### src/rtl/imem_loader.sv
// Boot-time instruction memory loader.
// Packs a byte stream MSB-first into words and writes them from address 0.
module imem_loader #(
  parameter int ADDR_W = 10,
  parameter int DATA_W = 32
) (
  input  logic              clk,
  input  logic              rst,
  input  logic              start,
  input  logic [ADDR_W:0]   word_count,
  input  logic [7:0]        byte_in,
  input  logic              byte_valid,
  output logic              byte_ready,
  output logic [ADDR_W-1:0] a,
  output logic [DATA_W-1:0] d,
  output logic              we,
  output logic              busy,
  output logic              cpu_hold,
  output logic              done
);

  typedef enum logic [1:0] {
    IDLE  = 2'd0,
    RECV  = 2'd1,
    WRITE = 2'd2,
    DONE  = 2'd3
  } state_t;

  localparam logic [ADDR_W:0] LP_DEPTH = {1'b1, {ADDR_W{1'b0}}};

  state_t              r_state;
  logic [ADDR_W:0]     r_len;
  logic [ADDR_W:0]     r_wcnt;
  logic [1:0]          r_bcnt;
  logic [ADDR_W-1:0]   r_a;
  logic [DATA_W-1:0]   r_d;
  logic                r_we;
  logic                r_busy;
  logic                r_done;

  logic [ADDR_W:0]     w_len;
  logic [ADDR_W:0]     w_wnext;
  logic                w_accept;

  // Clamp so the address never wraps back onto word 0.
  assign w_len    = (word_count > LP_DEPTH) ? LP_DEPTH : word_count;
  assign w_wnext  = r_wcnt + (ADDR_W+1)'(1);
  assign w_accept = byte_valid && (r_state == RECV);

  assign byte_ready = (r_state == RECV);
  assign a          = r_a;
  assign d          = r_d;
  assign we         = r_we;
  assign busy       = r_busy;
  assign cpu_hold   = r_busy;
  assign done       = r_done;

  // Loader FSM with registered memory-port and status outputs.
  always_ff @(posedge clk) begin
    if (rst) begin
      r_state <= IDLE;
      r_len   <= '0;
      r_wcnt  <= '0;
      r_bcnt  <= '0;
      r_a     <= '0;
      r_d     <= '0;
      r_we    <= 1'b0;
      r_busy  <= 1'b0;
      r_done  <= 1'b0;
    end else begin
      unique case (r_state)
        IDLE, DONE: begin
          if (start) begin
            if (word_count == '0) begin
              r_state <= DONE;
              r_done  <= 1'b1;
            end else begin
              r_state <= RECV;
              r_len   <= w_len;
              r_wcnt  <= '0;
              r_bcnt  <= '0;
              r_a     <= '0;
              r_busy  <= 1'b1;
              r_done  <= 1'b0;
            end
          end
        end
        RECV: begin
          if (w_accept) begin
            r_d <= {r_d[DATA_W-9:0], byte_in};
            if (r_bcnt == 2'd3) begin
              r_bcnt  <= '0;
              r_we    <= 1'b1;
              r_state <= WRITE;
            end else begin
              r_bcnt <= r_bcnt + 2'd1;
            end
          end
        end
        WRITE: begin
          r_we   <= 1'b0;
          r_wcnt <= w_wnext;
          if (w_wnext == r_len) begin
            r_state <= DONE;
            r_busy  <= 1'b0;
            r_done  <= 1'b1;
          end else begin
            r_a     <= r_a + (ADDR_W)'(1);
            r_state <= RECV;
          end
        end
        default: r_state <= IDLE;
      endcase
    end
  end

endmodule

### config.mk
export PLATFORM = sky130hd
export DESIGN_NAME = imem_loader
export DESIGN_NICKNAME = d
export VERILOG_FILES = /design/src/rtl/imem_loader.sv
export SDC_FILE = /design/constraint.sdc
export NUM_CORES = 1
export LEC_CHECK = 0
export BUFFER_PORTS_ARGS = -buffer_cell sky130_fd_sc_hd__buf_2
export CORE_MARGIN = 1
export CORE_UTILIZATION = 55
export CTS_BUF_LIST = sky130_fd_sc_hd__clkbuf_8
export DETAILED_ROUTE_END_ITERATION = 8
export PLACE_DENSITY = 0.8
export SYNTH_ARGS = -nofsm -noshare
export SYNTH_HDL_FRONTEND = slang
export SYNTH_SLANG_ARGS = --single-unit
### constraint.sdc
create_clock -name clk -period 3.08 [get_ports clk]
set_clock_uncertainty 0.05 [all_clocks]
set_input_delay 0.308 -clock clk [delete_from_list [all_inputs] [get_ports clk]]
set_output_delay 0.308 -clock clk [all_outputs]
set_load 0.03 [all_outputs]
Word-level counts from Yosys, hierarchy flattened --
Cells that the tools add are included.
Word-level totals: bits in registers 71, latch bits 0, bits in writable memories 0, memory bits (read-only) 0, input port bits 23, output and inout port bits 47, word-level logic and storage cells 71, memories kept 0
Cells by class: add/subtract/negate cells 3, multipliers 0, divide/modulo/power cells 0, magnitude comparators 1, equal/unequal tests 11, shifts and indexed selects 0, muxes and demuxes 30, bitwise operators 1, reduce and logical (&&, ||, !) cells 16
Operators by type and width (number):
- $mux W11 | 3
- $mux W10 | 3
- $pmux W11 S2 | 1
- $pmux W10 S2 | 1
- $mux W2 | 9
- $reduce_and A3 Y1 | 5
- $reduce_and A4 Y1 | 3
- $add A11 B1 Y11 const B | 1
- $eq A11 B11 Y1 | 1
- $gt A11 B11 Y1 const B | 1
- $logic_not A11 Y1 | 1
- $add A10 B1 Y10 const B | 1
- $mux W1 | 8
- $ne A2 B2 Y1 const B | 4
- $eq A2 B2 Y1 const B | 3
- $pmux W1 S2 | 3
- $pmux W2 S3 | 1
- $reduce_bool A2 Y1 | 3
- $ne A2 B1 Y1 const B | 2
- $pmux W2 S2 | 1
- $add A2 B1 Y2 const B | 1
- $eq A2 B1 Y1 const B | 1
- $logic_not A2 Y1 | 1
- $reduce_and A2 Y1 | 1
- other kinds (3) | 3

Logic depth before layout (Yosys ltp) --
word-level depth 4, depth in mapped cells 9, depth with buffers taken out 8

Worst setup path after synthesis --
OpenSTA, ideal clock, no wires.
path type register -> register, start reg r_wcnt[0], end reg r_a[9] (netlist: a[9]), library setup time 70 ps, arrival time 2309 ps, data required time 2960 ps, path slack 652 ps, cell stages (with the launch flop) 9, buffers on the path 0, clock period less this slack 2428 ps, cell sequence dfxtp_1 > ha_1 > nand2_1 > nor4_4 > xnor2_1 > a211oi_4 > a31o_4 > or4_1 > a21oi_1
On the way: longest elaborated chain between the ends 4
Ends and longest elaborated chain:
- from (decl) | line 33 | logic [ADDR_W:0] r_wcnt;
- from (signal assigned) | line 102 | r_wcnt <= w_wnext;
- $add A11 B1 Y11 | line 47 | assign w_wnext = r_wcnt + (ADDR_W+1)'(1);
- $eq A11 B11 Y1 | line 103 | if (w_wnext == r_len) begin
- $ne A2 B2 Y1 (no line)
- $reduce_and A4 Y1 (no line)
- to (signal assigned) | line 108 | r_a <= r_a + (ADDR_W)'(1);
- to (decl) | line 35 | logic [ADDR_W-1:0] r_a;
Every way passes these cells. A chain may end at the register's enable or synchronous reset.

Worst setup path in the final report --
Ends and elaborated chain as after synthesis.

==> metrics.yaml <==
outcome: "finished clean"
viasPerCell: 5.62
syn_inst: 429
wl_per_cell_um: 13.3
reg2reg_depth: 8
drive_gt1_share_pct: 22.6
hold_violations: 0
dieArea_sq_um: 6610
synth-seq-area-share_pct: 41.1
seq_area_sq_um: 1420
period_share_pct: 86.8
grt_max_degree: 43
switching_share_pct: 38.7
clockBufferDepth: 2
drv_slew: 0
synth.top_cells.by_count: "nand2_1 (87), dfxtp_1 (71), a21oi_1 (63)"
io_buffer_count: 69
synth_most_common_cell: "nand2_1"
synth_ff_type: "dfxtp_1"
io-pin-count: 70
multi_input_comb_area_sq_um: 1890
fin_nets: 516
dp_cells: 551
placementRows: 28
cts_tree: "built"
r2r_slack_ns: 0.41
critical_path_class: "flop to flop"
cts_setup_buffers: 0
irDropWorstVdd_mv: 0.564
htreeDepth: 3
postCtsResizedCells: 0
fillerInstances: 538
first_global_vias: 2670
synth_area_sq_um: 3460
synth_cell_types: 61
internal_power_mw: 1.68
grt-ovfl-total: 0
synth.area.top_cells: "dfxtp_1 (41%), nand2_1 (9.4%), a21oi_1 (9.1%)"
coreArea_sq_um: 5990
clock_sinks: 71
crit_end: "a[9]$_SDFFE_PP0P_"
grt_pass1_wl_um: 12200
r2r_start: "r_wcnt[0]$_SDFFE_PP0P_"
arrival_ns: 2.90
routed_wl_um: 7510
switchingPower_mw: 1.07
gp_congestion: 0.914
route.vias.total: 3181
min_path_type: "input pin to flop"
timing.rr.end: "a[9]$_SDFFE_PP0P_"
avgSynthCellArea_sq_um: 8.06
die_height_um: 81.3
cpMaxStageDelayCell: "or4_1"
power.density_nw_per_um2: 689
critPathBufInv: 0
crit_start: "r_wcnt[0]$_SDFFE_PP0P_"
crit_path_max_fanout: 8
die_w_um: 81.3
clock_tree.root_cell: "clkbuf_8"
grt_use_total_pct: 24.1
clkLatencyLatePin_ns: 0.35
antenna_found_initial: 0
max_clock_freq_mhz: 374
setup.worst_path.start_class: "flop"
path_depth: 8
drc: 0
worstPathCellList: "ha_1 -> nand2_1 -> nor4_4 -> xnor2_1 -> a211oi_4 -> a31o_4 -> or4_1 -> a21oi_1"
synth_edf_count: 0
synth_top_area_cell: "dfxtp_1"
yosys_warnings: 0
required_ns: 3.31
tns_ns: 0
antenna_cells: 0
initial_core_util_pct: 57.7
setup_violations: 0
synth_top_area_share_pct: 41.1
hpwl_um: 5350
clockPowerShare_pct: 25.8
ys_ff_latch: 71
cp-end-kind: "flop"
antenna_left: 0
relSlewSlack_pct: 66.9
utilization_pct: 66.6
postCtsHoldBufs: 0
leakagePower_nw: 1.57
syn_nets: 458
drt_iter0_drc: 98
cts_buffers: 9
rsz0062_at_grt: "false"
power_frac_comb_pct: 36.1
critPathTopFamily: "simple AND/OR/NAND/NOR gates"
synthArstFlopShare_pct: 0
stdcell_count: 566
worstMarginPinSlew_ns: 0.495
syn2layout_area_growth_pct: 15.4
cts.clk_slew.worst_paths_ns: 0.08
cap_violations: 0
first_pass_iters: 4
slowest_delay_ns: 0.50
fin_crit_ns: 2.67
p_seq_share_pct: 38.1
state kept, by name, summed over array words and instances (netlist names):
signal,count
we,1
done,1
d,32
r_state,2
r_bcnt,2
busy,1
r_wcnt,11
r_len,11
a,10
worst min-delay path by stage:
stage                       startpoint                  to  slack (ns)  depth (start not counted)
global route                byte_in[6]   d[6]$_SDFFE_PP0P_        0.14                          3
global placement    d[28]$_SDFFE_PP0P_  d[28]$_SDFFE_PP0P_        0.39                          2
CTS                         byte_in[3]   d[3]$_SDFFE_PP0P_        0.13                          3
floorplan                   byte_in[0]   d[0]$_SDFFE_PP0P_        0.39                          2
detailed placement  d[29]$_SDFFE_PP0P_  d[29]$_SDFFE_PP0P_        0.39                          2
finish                      byte_in[2]   d[2]$_SDFFE_PP0P_        0.14                          3
metrics by stage:
stage          instance area [sq um]  power [mW]  hold slack [ns]  worst slack [ns]
5_1_grt                         3990        2.93            0.144             0.286
4_1_cts                         3990        2.77            0.127             0.414
2_1_floorplan                   3460        1.86            0.394             0.652
3_5_place_dp                    3800        2.06            0.393             0.439
6_report                        3990        2.75            0.138             0.406
3_3_place_gp                    3800        2.04            0.389             0.524
tightest hold or removal path, delay by kind of cell:
| family | cells | cell delay [ns] |
|---|---|---|
| AO/OA/AOI/OAI | 1 | 0.05 |
| AND/OR/NAND/NOR | 1 | 0.04 |
| buffers and inverters | 1 | 0.09 |
cell type report:
cell class / instances / share of cell area [%]
clock buffers: 9 / 3.10
clock inverters: 6 / 1.57
inverters: 5 / 0.470
multi-input cells: 326 / 47.3
flip-flops and latches: 71 / 35.6
well taps: 75 / 2.35
repair buffers: 74 / 9.60
layer usage:
layer  part of all wire (%)  global-route usage, %  vias to the layer above  routed length [um]
met5                      0                      0                        -                   0
met4                    1.0                   11.4                        0                  76
met3                    4.1                   3.71                        6                 308
met2                     45                   37.3                       79                3410
met1                     49                   32.5                     1476                3710
li1                       -                      -                     1620                   -
power groups by stage:
stage	sequential, mW	clock (mW)	combinational (mW)
finish	1.05	0.710	0.992
floorplan	1.12	0	0.738
CTS	1.05	0.730	0.996
detailed placement	1.07	0	0.989
global placement	1.06	0	0.972
global route	1.06	0.763	1.10
placed cells by master (no fill, tap or decap), types with 6 or more instances in the layout:
| cell | n |
|---|---|
| a21oi_1 | 63 |
| buf_2 | 69 |
| clkbuf_8 | 9 |
| dfxtp_1 | 71 |
| ha_1 | 6 |
| nand2_1 | 87 |
| nand3_1 | 11 |
| nor2_1 | 36 |
| nor3b_1 | 14 |
| nor4_1 | 6 |
| o21ai_0 | 15 |
| xnor2_1 | 8 |
kinds of logic (layout without fill, tap and decap cells):
family                     Yosys count  in the layout  synth area share (%)
adders and majority gates            6              6                  2.17
xor gates and xnor gates            11             11                  2.79
and+or+nand+nor                    197            197                  29.0
AOI/OAI and AO/OA                  112            112                  20.7
buffers and inverters               32             94                  4.31
DFF                                 71             71                  41.1
Note: power is estimated with default switching activity, not from simulation.
